[src/rtl/mac_pipe_pkg.sv]
// mac_pipe_pkg: shared widths, mode encoding and saturation limits
// for the pipelined multiply-add/accumulate unit.
package mac_pipe_pkg;

    localparam int SIZE_DEF  = 8;
    localparam int GUARD_DEF = 8;
    localparam int LIM_W     = 64;

    typedef enum logic {
        MODE_FMA = 1'b0,
        MODE_ACC = 1'b1
    } mode_t;

    typedef logic [LIM_W-1:0] lim_t;

    function automatic int res_w(input int size, input int guard);
        return 2 * size + guard;
    endfunction

    function automatic lim_t sat_max(input int w, input int sgn);
        lim_t ones;
        ones = '1;
        return (sgn != 0) ? ones >> (LIM_W - w + 1)
                          : ones >> (LIM_W - w);
    endfunction

    function automatic lim_t sat_min(input int w, input int sgn);
        lim_t one;
        one = lim_t'(1);
        return (sgn != 0) ? one << (w - 1) : '0;
    endfunction

endpackage

[src/rtl/mac_sat_add.sv]
// mac_sat_add: combinational W-bit adder with overflow detect and
// optional clamping, signed or unsigned.
module mac_sat_add
    import mac_pipe_pkg::*;
#(
    parameter int W        = 24,
    parameter int SIGNED   = 0,
    parameter int SATURATE = 1
) (
    input  logic [W-1:0] i_a,
    input  logic [W-1:0] i_b,
    output logic [W-1:0] o_sum,
    output logic         o_ovf
);

    localparam logic [W-1:0] MAXV = W'(sat_max(W, SIGNED));
    localparam logic [W-1:0] MINV = W'(sat_min(W, SIGNED));

    logic [W:0] w_raw;
    logic       w_ovf;
    logic       w_hi;

    assign w_raw = {1'b0, i_a} + {1'b0, i_b};

    always_comb begin
        w_ovf = 1'b0;
        w_hi  = 1'b1;
        if (SIGNED != 0) begin
            w_ovf = (i_a[W-1] == i_b[W-1]) && (w_raw[W-1] != i_a[W-1]);
            // equal-sign overflow direction follows the operand sign
            w_hi  = !i_a[W-1];
        end else begin
            w_ovf = w_raw[W];
        end
        o_sum = w_raw[W-1:0];
        if (w_ovf && (SATURATE != 0)) begin
            o_sum = w_hi ? MAXV : MINV;
        end
        o_ovf = w_ovf;
    end

endmodule

[src/rtl/mac_pipe.sv]
// mac_pipe: 3-stage multiply-add / accumulate pipe with valid/ready
// flow control, global stall on output backpressure.
module mac_pipe
    import mac_pipe_pkg::*;
#(
    parameter  int SIZE     = SIZE_DEF,
    parameter  int GUARD    = GUARD_DEF,
    parameter  int SIGNED   = 0,
    parameter  int SATURATE = 1,
    localparam int RES_W    = res_w(SIZE, GUARD)
) (
    input  logic             clk,
    input  logic             reset,
    input  logic             in_valid,
    output logic             in_ready,
    input  logic [SIZE-1:0]  A,
    input  logic [SIZE-1:0]  B,
    input  logic [SIZE-1:0]  C,
    input  logic             mode,
    input  logic             last,
    output logic             out_valid,
    input  logic             out_ready,
    output logic [RES_W-1:0] data_out,
    output logic             ovf
);

    localparam int PW = 2 * SIZE;

    logic             r_s1_v;
    logic [SIZE-1:0]  r_s1_a;
    logic [SIZE-1:0]  r_s1_b;
    logic [SIZE-1:0]  r_s1_c;
    mode_t            r_s1_mode;
    logic             r_s1_last;

    logic             r_s2_v;
    logic [PW-1:0]    r_s2_p;
    logic [SIZE-1:0]  r_s2_c;
    mode_t            r_s2_mode;
    logic             r_s2_last;

    logic             r_out_v;
    logic [RES_W-1:0] r_data;
    logic             r_ovf;
    logic [RES_W-1:0] r_acc;

    logic             w_advance;
    logic [PW-1:0]    w_a_ext;
    logic [PW-1:0]    w_b_ext;
    logic [PW-1:0]    w_prod;
    logic [RES_W-1:0] w_p_ext;
    logic [RES_W-1:0] w_c_ext;
    logic [RES_W-1:0] w_add_a;
    logic [RES_W-1:0] w_sum;
    logic             w_ovf;

    assign w_advance = !r_out_v || out_ready;
    assign in_ready  = w_advance;
    assign out_valid = r_out_v;
    assign data_out  = r_data;
    assign ovf       = r_ovf;

    // extending to 2*SIZE first keeps the truncated product exact
    always_comb begin
        if (SIGNED != 0) begin
            w_a_ext = {{SIZE{r_s1_a[SIZE-1]}}, r_s1_a};
            w_b_ext = {{SIZE{r_s1_b[SIZE-1]}}, r_s1_b};
        end else begin
            w_a_ext = {{SIZE{1'b0}}, r_s1_a};
            w_b_ext = {{SIZE{1'b0}}, r_s1_b};
        end
        w_prod = w_a_ext * w_b_ext;
    end

    always_comb begin
        if (SIGNED != 0) begin
            w_p_ext = RES_W'($signed(r_s2_p));
            w_c_ext = RES_W'($signed(r_s2_c));
        end else begin
            w_p_ext = RES_W'(r_s2_p);
            w_c_ext = RES_W'(r_s2_c);
        end
        w_add_a = (r_s2_mode == MODE_ACC) ? r_acc : w_c_ext;
    end

    mac_sat_add #(
        .W        (RES_W),
        .SIGNED   (SIGNED),
        .SATURATE (SATURATE)
    ) u_add (
        .i_a   (w_add_a),
        .i_b   (w_p_ext),
        .o_sum (w_sum),
        .o_ovf (w_ovf)
    );

    always_ff @(posedge clk or posedge reset) begin
        if (reset) begin
            r_s1_v    <= 1'b0;
            r_s1_a    <= '0;
            r_s1_b    <= '0;
            r_s1_c    <= '0;
            r_s1_mode <= MODE_FMA;
            r_s1_last <= 1'b0;
            r_s2_v    <= 1'b0;
            r_s2_p    <= '0;
            r_s2_c    <= '0;
            r_s2_mode <= MODE_FMA;
            r_s2_last <= 1'b0;
            r_out_v   <= 1'b0;
            r_data    <= '0;
            r_ovf     <= 1'b0;
            r_acc     <= '0;
        end else if (w_advance) begin
            r_s1_v    <= in_valid;
            r_s1_a    <= A;
            r_s1_b    <= B;
            r_s1_c    <= C;
            r_s1_mode <= mode_t'(mode);
            r_s1_last <= last;
            r_s2_v    <= r_s1_v;
            r_s2_p    <= w_prod;
            r_s2_c    <= r_s1_c;
            r_s2_mode <= r_s1_mode;
            r_s2_last <= r_s1_last;
            r_out_v   <= r_s2_v;
            if (r_s2_v) begin
                r_data <= w_sum;
                r_ovf  <= w_ovf;
                if (r_s2_mode == MODE_ACC) begin
                    r_acc <= r_s2_last ? '0 : w_sum;
                end
            end
        end
    end

endmodule
[config.mk]
export PLATFORM = sky130hd
export DESIGN_NAME = mac_pipe
export DESIGN_NICKNAME = d
export VERILOG_FILES = /design/src/rtl/mac_pipe_pkg.sv /design/src/rtl/mac_sat_add.sv /design/src/rtl/mac_pipe.sv
export SDC_FILE = /design/constraint.sdc
export NUM_CORES = 1
export LEC_CHECK = 0
export ABC_AREA = 1
export CAP_MARGIN = 20
export CORE_MARGIN = 2
export CORE_UTILIZATION = 60
export DETAILED_ROUTE_END_ITERATION = 8
export GPL_ROUTABILITY_DRIVEN = 0
export PLACE_DENSITY = 0.81
export SLEW_MARGIN = 20
export SYNTH_ARGS = -nofsm -noshare
export SYNTH_HDL_FRONTEND = slang
export SYNTH_SLANG_ARGS = --single-unit
[constraint.sdc]
create_clock -name clk -period 4.9 [get_ports clk]
set_clock_uncertainty 0.1 [all_clocks]
set_input_delay 0.98 -clock clk [delete_from_list [all_inputs] [get_ports clk]]
set_output_delay 0.98 -clock clk [all_outputs]
set_load 0.02 [all_outputs]
## After elaboration in Yosys (flattened, before gate mapping)

Cells that the tools add are included.

| operators by class | value |
|---|---|
| $add $sub $neg | 1 |
| multipliers | 1 |
| divide/modulo/power cells | 0 |
| $lt $le $gt $ge | 0 |
| equality and inequality tests | 0 |
| shifts and indexed selects | 0 |
| mux-type cells | 3 |
| bitwise operators | 0 |
| reductions and logical operators | 4 |

Operator list:

| operator | number |
|---|---|
| $mux 24 | 3 |
| $add 24x16->25 | 1 |
| $mul 8x8->16 | 1 |
| $reduce_and 3->1 | 1 |
| $reduce_and 2->1 | 1 |
| $logic_not 1->1 | 1 |
| $logic_or 1x1->1 | 1 |

| word-level totals | value |
|---|---|
| register bits after elaboration | 104 |
| bits in latches | 0 |
| RAM bits | 0 |
| memory bits (read-only) | 0 |
| input port bits | 30 |
| word-level logic and storage cells | 24 |
| memories | 0 |

## Depth between registers and ports, before layout

Gate-level depths: netlist of run 1.

| depth | value |
|---|---|
| depth after elaboration | 4 |
| gate-level depth with buffers | 20 |
| mapped depth without buffers | 18 |

## By module

Synthesis of run 1 repeated with hierarchy kept, for this count alone.

| unflattened totals | value |
|---|---|
| cells, all modules | 1,220 |
| area total of the unflattened synthesis | 8,513.2 µm² |

Modules (own cells, without submodules):

| module | instances | cells an instance | area each (µm²) |
|---|---|---|---|
| mac_pipe | 1 | 827 | 6,512.5 |
| mac_sat_add | 1 | 393 | 2,000.7 |

## Least setup slack after synthesis of run 1

OpenSTA, ideal clock, no wires.

| path | value |
|---|---|
| path type | reg-to-reg |
| start | register r_s1_b[7] |
| end | register r_s2_p[10] |
| data arrival time | 4.067 ns |
| required time | 4.682 ns |
| slack | 0.615 ns |
| cell stages (with the launch flop) | 18 |
| buffers on the path | 1 |
| cells stage by stage | dfrtp_1 -> clkbuf_1 -> nand2_1 -> fa_1 -> fa_1 -> inv_1 -> fa_1 -> inv_1 -> fa_1 -> inv_1 -> ha_1 -> a21oi_1 -> o21ai_0 -> nor2_1 -> o21ai_0 -> or2_2 -> nand3_1 -> nand2_1 |

| between the ends | value |
|---|---|
| longest elaborated chain between the ends | 1 |

Ends and longest elaborated chain:

| what | RTL line | text |
|---|---|---|
| start: declaration | mac_pipe.sv:31 | `logic [SIZE-1:0] r_s1_b;` |
| start signal: assignment | mac_pipe.sv:101 | `r_s1_b <= '0;` |
| start signal: assignment | mac_pipe.sv:117 | `r_s1_b <= B;` |
| $mul 8x8->16 | mac_pipe.sv:72 | `w_prod = w_a_ext * w_b_ext;` |
| end signal: assignment | mac_pipe.sv:122 | `r_s2_p <= w_prod;` |
| end: declaration | mac_pipe.sv:37 | `logic [PW-1:0] r_s2_p;` |

Every way passes these cells.
A chain may end at the register's enable or synchronous reset.

## Worst setup path in the final report of run 1

Ends and elaborated chain as after synthesis.

==> flow_summary.json, run 1 <==
{
  "whs_ps": 380,
  "drive_gt1_frac": 0.0580,
  "final_hold_viol_count": 0,
  "cp-start-kind": "flip-flop",
  "grt_pass1_vias": 6753,
  "setup_tns_ps": 0,
  "pre_cts_ws_ps": 437,
  "cts_buffers": 9,
  "slew_violations": 0,
  "grtUsageTotal": 0.264,
  "regToRegStartpoint": "r_s1_b[7]",
  "outcome": "completed",
  "n_antenna_cell": 0,
  "fillers": 1151,
  "reg2reg_to": "r_s2_p[10]",
  "grt_max_degree": 64,
  "slew-limit-headroom": 0.506,
  "route.detailed.drc": 0,
  "rsz0062_at_grt": "false",
  "synth_top_area_share": 0.326,
  "core_area_um2": 13100,
  "crit_chain": "nand2_1 -> fa_1 -> fa_1 -> inv_1 -> fa_1 -> inv_1 -> fa_1 -> inv_1 -> ha_1 -> a21oi_1 -> o21ai_0 -> nor2_1 -> o21ai_0 -> or2_2 -> nand3_1 -> nand2_1",
  "initial_core_util": 0.608,
  "yosysTopAreaCell": "dfrtp_1",
  "critPathCaptureType": "flip-flop",
  "htree_levels": 3,
  "holdPathStages": 2,
  "hold_path.class": "reg -> reg",
  "stdcell_count": 1332,
  "crit_path_end": "r_s2_p[10]",
  "drv_cap": 0,
  "root_buffer": "clkbuf_16",
  "wire_per_inst_um": 12.9,
  "rows": 42,
  "finalCritPeriodShare": 0.916,
  "postSynthCellCount": 1120,
  "criticalPathCategory": "reg -> reg",
  "clkSlewWorstSetupHoldPaths_ps": 70,
  "cts_setup_buffers": 0,
  "yosysSeqAreaShare": 0.326,
  "yosysUniqueCellTypes": 37,
  "cts_sinks": 104,
  "setup-violations-final": 0,
  "worst_ep_arrival_time_ps": 4640,
  "cts_resized": 0,
  "gr-total-overflow": 0,
  "via_count": 6860,
  "io_pins": 57,
  "worstPathRequired_ps": 5050,
  "die_y_um": 119,
  "ir_worst_vdd_mv": 0.343,
  "grt_first_pass_wirelength_mm": 30.5,
  "cellPowerDensity_nw_per_um2": 690,
  "synth_fp_nets": 1239,
  "clkLatencyLatePin_ps": 360,
  "synth_area_leaders": "dfrtp_1 (33%), nand2_1 (20%), inv_1 (9.4%), fa_1 (9.3%), ha_1 (8.1%)",
  "drtIter0Drc": 425,
  "worst_pin_slew_ps": 740,
  "syn_to_final_growth_pct": 11.7,
  "leakagePower_nw": 5.20,
  "die_w_um": 119,
  "drt-total-wl_mm": 17.2,
  "netlist_area_um2": 7990,
  "clockBufferDepth": 2,
  "avgViaCountPerCell": 5.15,
  "dp_cells": 1316,
  "cpMostUsedCell": "fa_1",
  "cts_tree": "built",
  "fin_nets": 1270,
  "drt-pass1-iter-count": 5,
  "avgSynthCellArea_um2": 7.14,
  "crit_slowest_cell": "fa_1",
  "setup_slack_ps": 414,
  "dieArea_um2": 14300,
  "cts_hold_buf": 0,
  "fin_crit_ps": 4490,
  "cp_max_fo": 9,
  "ys_ff_latch": 104,
  "reg2reg_slack_ps": 410,
  "r2r_cells": 16,
  "fmax_ghz": 0.223,
  "cp-startpoint": "r_s1_b[7]",
  "portBuffers": 56,
  "cpPeakStageDelay_ps": 540,
  "ant_nets": 0,
  "yosys_warnings": 0,
  "antenna_found_initial": 0,
  "dpl.hpwl_mm": 13.3
}
==> metrics by stage <==
stage / cell area, um^2 / utilization / power [W]
2_1_floorplan: 7990 / - / 0.00446
3_3_place_gp: 8620 / 0.656 / 0.00529
3_5_place_dp: 8620 / 0.656 / 0.00542
4_1_cts: 8930 / 0.680 / 0.00619
5_1_grt: 8930 / 0.680 / 0.00689
6_report: 8930 / 0.680 / 0.00617
==> area by class of cell <==
| class | count | area, um^2 | area share |
|---|---|---|---|
| flip-flops and latches | 104 | 2600 | 0.291 |
| clock buffers | 9 | 225 | 0.0252 |
| repair buffers | 62 | 606 | 0.0678 |
| inverters | 208 | 783 | 0.0877 |
| well taps | 176 | 220 | 0.0247 |
| multi-input cells | 766 | 4410 | 0.493 |
| clock inverters | 7 | 86.3 | 0.00967 |
==> worst max-delay path, delay by kind of cell (launching register included) <==
family | cells | cell delay, ps
adder cells (fa/ha/maj) | 5 | 2490
flip-flops | 1 | 500
AND/OR/NAND/NOR | 5 | 710
buffers and inverters | 3 | 150
AO/OA/AOI/OAI | 3 | 430
==> cells by family (layout without fill, tap and decap cells) <==
logic type | after synthesis | in the layout | synth area share
simple gates | 569 | 569 | 0.299
fa+ha+maj | 89 | 89 | 0.174
buf+inv | 250 | 286 | 0.123
compound gates | 97 | 97 | 0.0662
flops | 104 | 104 | 0.326
xor+xnor | 11 | 11 | 0.0121
==> cells in the mapped netlist (all sizes together) <==
cell    number
nand2      431
inv        207
dfrtp      104
o21ai       62
nand3       58
nor2        57
ha          52
fa          37
clkbuf      31
a21oi       14
a31oi       12
buf         11
nand4       10
xor2         8
nor3         7
or2          4
a21o         3
xnor2        3
o21bai       2
a21boi       1
and2         1
clkinv       1
nand3b       1
o21a         1
o22ai        1
o31ai        1
==> where the power goes <==
group / switching, W / total, W / internal (W)
sequential: 0.000218 / 0.00137 / 0.00115
clock: 0.000363 / 0.000728 / 0.000366
combinational: 0.00255 / 0.00407 / 0.00152
==> flip-flops by register name, indices dropped and copies added (netlist names), 8 cells and up <==
name	cells
r_s2_p	16
r_s1_a	8
data_out	24
r_s1_c	8
r_acc	24
r_s1_b	8
r_s2_c	8
==> cells in the final DEF (no fill, tap or decap), drive strengths merged, types with 2 or more instances in the layout <==
| cell | Yosys | routed |
|---|---|---|
| nand3 | 58 | 58 |
| xnor2 | 3 | 3 |
| xor2 | 8 | 8 |
| fa | 37 | 37 |
| clkdlybuf4s50 | 0 | 56 |
| a21o | 3 | 3 |
| ha | 52 | 52 |
| inv | 207 | 210 |
| a21oi | 14 | 14 |
| nor3 | 7 | 7 |
| nand2 | 431 | 431 |
| or2 | 4 | 4 |
| nand4 | 10 | 10 |
| a31oi | 12 | 12 |
| dfrtp | 104 | 104 |
| o21ai | 62 | 62 |
| buf | 11 | 6 |
| nor2 | 57 | 57 |
| clkbuf | 31 | 9 |
| o21bai | 2 | 2 |
| clkinv | 1 | 5 |
==> how the worst min path moves through the flow <==
| stage | start | slack (ps) | end |
|---|---|---|---|
| after floorplan | r_s2_c[1] | 350 | r_s2_c[1] |
| after global placement | data_out[14] | 360 | data_out[14] |
| after detailed placement | data_out[15] | 360 | data_out[15] |
| after CTS | data_out[16] | 380 | data_out[16] |
| after global routing | data_out[15] | 410 | data_out[15] |
| final | data_out[15] | 380 | data_out[15] |
==> layer usage <==
metal / track usage / wire length, um / vias up
li1: - / - / 3462
met5: 0 / 0 / -
met1: 0.335 / 7380 / 3189
met2: 0.454 / 8610 / 163
met3: 0.0489 / 717 / 46
met4: 0.0934 / 443 / 0
Power figures use the tool's default switching activity.
==> run 2, diff against run 1 <==
==> constraint.sdc (replaced) <==
create_clock -name clk -period 4.75 [get_ports clk]
set_clock_uncertainty 0.1 [all_clocks]
set_input_delay 0.95 -clock clk [delete_from_list [all_inputs] [get_ports clk]]
set_output_delay 0.95 -clock clk [all_outputs]
set_load 0.02 [all_outputs]
==> run 2 against run 1 <==
Net effect: combinational power up 3%; power grew 2.8%; wire length grew 1.1%; maximum frequency barely moved; clock power rose by 1%; sequential share of layout area about the same; sequential cell count unchanged; die area stayed put; setup slack got worse by 150 ps; critical path depth is the same; largest power group unchanged.
==> flow_summary.json, run 2 (synthesis gave the netlist of run 1 again) <==
{
  "final_hold_viol_count": 0,
  "r2r_cells": 16,
  "avgViaCountPerCell": 5.12,
  "root_buffer": "clkbuf_16",
  "ant_nets": 0,
  "cts_buffers": 9,
  "totalPowerFinal_w": 0.00634,
  "multi_input_area_um2": 4410,
  "ir_worst_vdd_mv": 0.345,
  "clkSlewWorstSetupHoldPaths_ps": 70,
  "cts_setup_buffers": 0,
  "finalCritPeriodShare": 0.944,
  "cp_max_fo": 9,
  "io_pins": 57,
  "cp-start-kind": "flip-flop",
  "fmax_ghz": 0.223,
  "fillers": 1161,
  "dpl.hpwl_mm": 13.4,
  "criticalPathCategory": "reg -> reg",
  "mostFrequentLayoutCell": "nand2_1",
  "cellPowerDensity_nw_per_um2": 711,
  "cts_tree": "built",
  "pre_cts_ws_ps": 310,
  "n_antenna_cell": 0,
  "clkLatencyLatePin_ps": 360,
  "worstPathRequired_ps": 4900,
  "die_w_um": 119,
  "worst_pin_slew_ps": 581,
  "grtUsageTotal": 0.264,
  "outcome": "completed",
  "fin_nets": 1270,
  "antenna_found_initial": 0,
  "worstHoldStart": "data_out[18]",
  "drive_gt1_frac": 0.0580,
  "final_cell_mix": "nand2_1 (423), inv_1 (199), dfrtp_1 (104), clkdlybuf4s50_1 (56), ha_1 (52)",
  "slew_violations": 0,
  "regToRegStartpoint": "r_s1_a[1]",
  "htree_levels": 3,
  "via_count": 6814,
  "grt_pass1_vias": 6733,
  "setup_tns_ps": 0,
  "clockBufferDepth": 2,
  "route.detailed.drc": 0,
  "leakagePower_nw": 5.19,
  "cts_sinks": 104,
  "portBuffers": 56,
  "slew-limit-headroom": 0.612,
  "core_area_um2": 13100,
  "setup_slack_ps": 265,
  "dieArea_um2": 14300,
  "rsz0062_at_grt": "false",
  "drt-pass1-iter-count": 5,
  "cp-startpoint": "r_s1_a[1]",
  "drt-total-wl_mm": 17.4,
  "reg2reg_to": "r_s2_p[10]",
  "hold_end": "data_out[18]",
  "wire_per_inst_um": 13.0,
  "regArea_um2": 2600,
  "grt_max_degree": 64,
  "die_y_um": 119,
  "drv_cap": 0,
  "initial_core_util": 0.608,
  "cts_resized": 0,
  "rows": 42,
  "hold_path.class": "reg -> reg",
  "grt_first_pass_wirelength_mm": 30.4,
  "cts_hold_buf": 0,
  "drtIter0Drc": 442,
  "holdPathStages": 2,
  "critPathCaptureType": "flip-flop",
  "reg2reg_slack_ps": 270,
  "gr-total-overflow": 0,
  "syn_to_final_growth_pct": 11.6,
  "fin_crit_ps": 4480,
  "setup-violations-final": 0,
  "worst_ep_arrival_time_ps": 4640
}
## run 2: critical path, cell delays in order (launching register included)
cell and delay (ps):
dfrtp_1 520, nand2_1 130, fa_1 500, fa_1 550, inv_1 60, fa_1 530
inv_1 50, fa_1 520, inv_1 40, ha_1 340, a21oi_1 190, o21ai_0 150
nor2_1 170, o21ai_0 110, or2_2 290, nand3_1 70, nand2_1 50
## run 2: layer usage
metal / vias to the layer above / wire [um] / GRT usage
met2: 168 / 8560 / 0.464
met1: 3158 / 7750 / 0.335
met4: 0 / 376 / 0.0860
met5: - / 0 / 0
met3: 32 / 671 / 0.0393
li1: 3456 / - / -
## run 2: final cells by class
| type | instances | share of cell area |
|---|---|---|
| multi-input cells | 766 | 0.494 |
| flip-flops and latches | 104 | 0.292 |
| inverters | 208 | 0.0878 |
| repair buffers | 62 | 0.0679 |
| clock buffers | 10 | 0.0268 |
| well taps | 176 | 0.0247 |
| clock inverters | 6 | 0.00673 |
## run 2: power by group
group	internal [W]	leakage, nW	switching (W)	total (W)
Clock	0.000382	0.140	0.000355	0.000736
Combinational	0.00156	3.75	0.00262	0.00418
Sequential	0.00119	1.30	0.000227	0.00142
## run 2: worst max-delay path by stage
stage                      end  slack, ps  cells past startpoint
floorplan           r_s2_p[10]        460                     17
global placement    r_s2_p[10]        460                     16
finish              r_s2_p[10]        270                     16
global route        r_s2_p[10]         20                     16
detailed placement  r_s2_p[10]        310                     16
CTS                 r_s2_p[10]        300                     16
## run 2: through the flow
stage	hold WS, ps	std cells	utilization	area (um^2)
final	379	1332	0.679	8920
after global routing	406	1332	0.679	8920
after CTS	383	1332	0.679	8920
after detailed placement	364	1316	0.656	8620
after global placement	362	1316	0.656	8620
after floorplan	348	1120	-	7990
==> run 3, diff against run 2 <==
==> constraint.sdc (replaced) <==
create_clock -name clk -period 5.1 [get_ports clk]
set_clock_uncertainty 0.1 [all_clocks]
set_input_delay 1.02 -clock clk [delete_from_list [all_inputs] [get_ports clk]]
set_output_delay 1.02 -clock clk [all_outputs]
set_load 0.02 [all_outputs]
==> run 3 against run 2 <==
Net effect: sequential share of layout area unchanged; hold slack got worse by 1.6 ps; largest cell class unchanged; design area unchanged; combinational power decreased by 7.2%; global-route usage decreased by 0.30 points; first-iteration DRC count decreased by 1.8%; count of clock-buffer cells in the layout unchanged; register-to-register slack improved by 300 ps; die area unchanged; power decreased by 6.7%; setup slack improved by 300 ps; sequential cell count unchanged.
==> flow_summary.json, run 3 (synthesis gave the netlist of run 1 again) <==
{
  "portBuffers": 56,
  "crit_cells": 16,
  "cts_sinks": 104,
  "leakagePower_nw": 5.20,
  "cts_tree": "built",
  "core_area_um2": 13100,
  "crit_path_end": "r_s2_p[10]",
  "slew_violations": 0,
  "fillers": 1166,
  "cts_hold_buf": 0,
  "mostFrequentLayoutCell": "nand2_1",
  "antenna_found_initial": 0,
  "cpPeakStageDelay_ps": 550,
  "setup_tns_ps": 0,
  "crit_chain": "nand2_1 -> fa_1 -> fa_1 -> inv_1 -> fa_1 -> inv_1 -> fa_1 -> inv_1 -> ha_1 -> a21oi_1 -> o21ai_0 -> nor2_1 -> o21ai_0 -> or2_2 -> nand3_1 -> nand2_1",
  "via_count": 6813,
  "critPathBufInv": 3,
  "use_met1": 0.332,
  "final_hold_viol_count": 0,
  "cp-start-kind": "flip-flop",
  "drt-total-wl_mm": 17.4,
  "wire_per_inst_um": 13.0,
  "grt_max_degree": 83,
  "htree_levels": 3,
  "grt_first_pass_wirelength_mm": 30.2,
  "hold_path.class": "reg -> reg",
  "cp-startpoint": "r_s1_a[1]",
  "clkLatencyLatePin_ps": 360,
  "fin_crit_ps": 4530,
  "crit_slowest_cell": "fa_1",
  "r2r_cells": 16,
  "met2_usage": 0.456,
  "avgViaCountPerCell": 5.12,
  "cts_setup_buffers": 0,
  "worstPathRequired_ps": 5250,
  "stdcell_count": 1331,
  "met3_usage": 0.0412,
  "cts_resized": 0,
  "io_pins": 57,
  "critPathTopFamily": "adder cells",
  "rsz0062_at_grt": "false",
  "dp_cells": 1315,
  "pre_cts_ws_ps": 635,
  "ant_nets": 0,
  "reg2reg_to": "r_s2_p[10]",
  "cts_buffers": 9,
  "grtUsageTotal": 0.261,
  "outcome": "completed",
  "final_cell_mix": "nand2_1 (423), inv_1 (199), dfrtp_1 (104), clkdlybuf4s50_1 (56), ha_1 (52)",
  "grt_pass1_vias": 6653,
  "multi_input_area_um2": 4410,
  "syn_to_final_growth_pct": 11.6,
  "setup_slack_ps": 565,
  "setup-violations-final": 0,
  "route.detailed.drc": 0,
  "dpl.hpwl_mm": 13.3,
  "drt-pass1-iter-count": 5,
  "cpMostUsedCell": "fa_1",
  "cp_max_fo": 9,
  "rows": 42,
  "regToRegStartpoint": "r_s1_a[1]",
  "n_antenna_cell": 0,
  "top_usage_layer": "met2",
  "clkSlewWorstSetupHoldPaths_ps": 70,
  "drtIter0Drc": 434,
  "die_w_um": 119,
  "clockBufferDepth": 2,
  "gr-total-overflow": 0,
  "regArea_um2": 2600,
  "initial_core_util": 0.608,
  "cellPowerDensity_nw_per_um2": 663,
  "criticalPathCategory": "reg -> reg",
  "fmax_ghz": 0.221,
  "fin_nets": 1269,
  "slew-limit-headroom": 0.521,
  "reg2reg_slack_ps": 570,
  "die_y_um": 119,
  "root_buffer": "clkbuf_16",
  "drv_cap": 0,
  "drive_gt1_frac": 0.0563,
  "finalCritPeriodShare": 0.889,
  "ir_worst_vdd_mv": 0.326,
  "worst_ep_arrival_time_ps": 4680,
  "totalPowerFinal_w": 0.00591,
  "critPathCaptureType": "flip-flop",
  "worst_pin_slew_ps": 719,
  "dieArea_um2": 14300
}
==> run 3: how the worst min path moves through the flow <==
stage / endpoint / cells past startpoint / startpoint / slack (ps)
after global placement: data_out[14] / 2 / data_out[14] / 360
after floorplan: r_s2_c[1] / 2 / r_s2_c[1] / 350
after CTS: data_out[18] / 2 / data_out[18] / 380
after global routing: data_out[21] / 2 / data_out[21] / 410
final: data_out[17] / 2 / data_out[17] / 380
after detailed placement: data_out[18] / 2 / data_out[18] / 360
==> run 3: per-layer routing <==
layer | vias up | part of all wire
met2 | 159 | 0.50
met4 | 0 | 0.021
met3 | 30 | 0.042
li1 | 3450 | -
met5 | - | 0
met1 | 3174 | 0.43
==> run 3: power by group <==
part	switching [W]	internal, W
combinational	0.00243	0.00145
sequential	0.000214	0.00111
clock	0.000325	0.000390
==> run 3: worst min-delay path, delay by kind of cell, from the launching register on <==
kind / cells / cell delay (ps)
flops: 1 / 350
simple gates: 2 / 100
==> run 3: metrics by stage <==
stage               hold WS (ps)  instance area, um^2   util
finish                       378                 8920  0.679
global route                 409                 8920  0.679
CTS                          382                 8910  0.679
detailed placement           364                 8610  0.655
global placement             361                 8610  0.655
floorplan                    348                 7990      -
==> run 3: final cells by class <==
class	count	share of cell area
well taps	176	0.0247
clock buffers	10	0.0257
inverters	208	0.0881
multi-input cells	766	0.494
flip-flops and latches	104	0.292
repair buffers	61	0.0671
clock inverters	6	0.00842
==> variant (settings of run 1) <==
Change the package constant `SIZE_DEF` from 8 to 16.
--- a/src/rtl/mac_pipe_pkg.sv
+++ b/src/rtl/mac_pipe_pkg.sv
@@ -2,7 +2,7 @@
 // for the pipelined multiply-add/accumulate unit.
 package mac_pipe_pkg;
 
-    localparam int SIZE_DEF  = 8;
+    localparam int SIZE_DEF  = 16;
     localparam int GUARD_DEF = 8;
     localparam int LIM_W     = 64;
 
Ports: changed (resized A, B, C and data_out); port bits go from 57 to 97. The function was not compared with the original's and may differ.
==> variant against run 1 <==
  * The flow now finishes with violations (negative setup slack)
  * Fmax fell by 23%
  * Setup slack got worse by 1.3 ns
  * Cell area grew to 2.7 times the old value
  * First-iteration DRC count grew to 5.4 times the old value
  * Utilization rose by 7.1 points
  * Sequential cell count up 80
  * Via count increased to 2.8 times the old value
  * Wire length rose to 3.8 times the old value
  * Synthesized area up 140%
  * Count of clock-buffer cells in the layout is 8 higher
  * Die area rose by 140%
  * Largest cell class unchanged
Power is not shown: default switching activity piles up to over one toggle a cycle in this logic, so the estimate is an artifact.
==> variant: results (changes against run 1) <==
metric,value,unit,change
n_fill_cell,2086,,+81%
cts_made_buffers,17,,+8
rr_worst_depth,22,,+6
critPathArrivalTime,6.11,ns,+1.47 ns
drt-total-wl,64.4,mm,+280%
holdCritStartpoint,data_out[36],,
path_clk_slew,0.09,ns,+0.02 ns
final.setup.worst_slack,-0.928,ns,-1.34 ns
slew_headroom,0.377,,-0.129
finalSetupViolations,24,,+24
grt_pass1_wl,94.7,mm,+210%
drtIter0Drc,2291,,+440%
drive_gt1_frac,0.193,,+0.135
wire_per_inst,19.0,µm,+47%
crit_path_max_fanout,4,,-5
ys_types,45,,+22%
yosysSeqAreaShare,0.236,,-0.0897
status,"complete, but fails checks",,
synthTopCellsByCount,"nand2_1, inv_1, fa_1, dfrtp_1, ha_1",,
hpwl,40.7,mm,+210%
via_per_inst,5.74,,+11%
h-tree-depth,4,,+1
synthTopCellsByArea,"dfrtp_1, fa_1, nand2_1",,
violations,negative setup slack,,
numPortBuffers,96,,+71%
clock_latency,0.47,ns,+0.11 ns
first_pass_iters,8,,+3
grt_pass1_vias,19300,,+190%
r2r_end,r_s2_p[19],,
grt_max_degree,156,,+140%
dp_cells,3304,,+150%
cp_slowest_cell,fa_2,,
syn_area_per_cell,7.18,µm²,+0.61%
regToRegSetupSlack,-0.93,ns,-1.34 ns
grtUsageTotal,0.356,,+0.0918
min_to,data_out[36],,
max_stage_delay,0.57,ns,+0.03 ns
synth_nets,3103,,+150%
pre_cts_slack,-0.686,ns,-1.12 ns
## variant: worst register-to-register path, delay by kind of cell (launching register included)
family	cells	cell delay [ns]
adder cells (fa/ha/maj)	7	3.33
AO/OA/AOI/OAI	3	0.50
flip-flops	1	0.47
AND/OR/NAND/NOR	4	0.43
buffers and inverters	8	0.90
## variant: cell families after synthesis
family | share of synthesized area
XOR/XNOR | 0.0139
flip-flops | 0.236
AND/OR/NAND/NOR | 0.265
buffers and inverters | 0.137
adder cells (fa/ha/maj) | 0.287
AO/OA/AOI/OAI | 0.0605
## variant: what timing repair did
action                                  in CTS  in global routing
pin swaps                                   72                 59
hold buffers                                 0                  0
endpoints found under the setup margin      23                 25
setup buffers                               39                 18
resized for setup                          213                107
## variant: area by class of cell
class	instances	area, µm²	share of cell area
Sequential cell	184	4630	0.191
Multi-Input combinational cell	1833	13400	0.552
Timing Repair Buffer	306	2810	0.116
Tap cell	442	553	0.0228
Clock buffer	17	425	0.0175
Clock inverter	15	201	0.00831
Inverter	593	2240	0.0924
## variant: worst max-delay path by stage
stage,to,slack [ns],cells after the start
global route,r_s2_p[29],-1.04,23
floorplan,r_s2_p[23],-0.25,24
detailed placement,r_s2_p[21],-0.69,20
CTS,r_s2_p[29],-0.46,20
finish,r_s2_p[19],-0.93,22
global placement,r_s2_p[21],-0.57,20
## variant: layer usage
metal / wire (µm) / vias up / track usage
met1: 22900 / 9091 / 0.444
met2: 29500 / 1440 / 0.585
li1: - / 8446 / -
met4: 4890 / 0 / 0.187
met5: 0 / - / 0
met3: 7080 / 476 / 0.0749
## variant: through the flow
stage	TNS [ns]	hold slack (ns)	cell area, µm²
6_report	-17.82	0.383	24200
3_5_place_dp	-11.57	0.365	22100
4_1_cts	-7.86	0.385	23800
2_1_floorplan	-2.39	0.348	20100
5_1_grt	-21.03	0.406	24200
3_3_place_gp	-9.24	0.362	22100
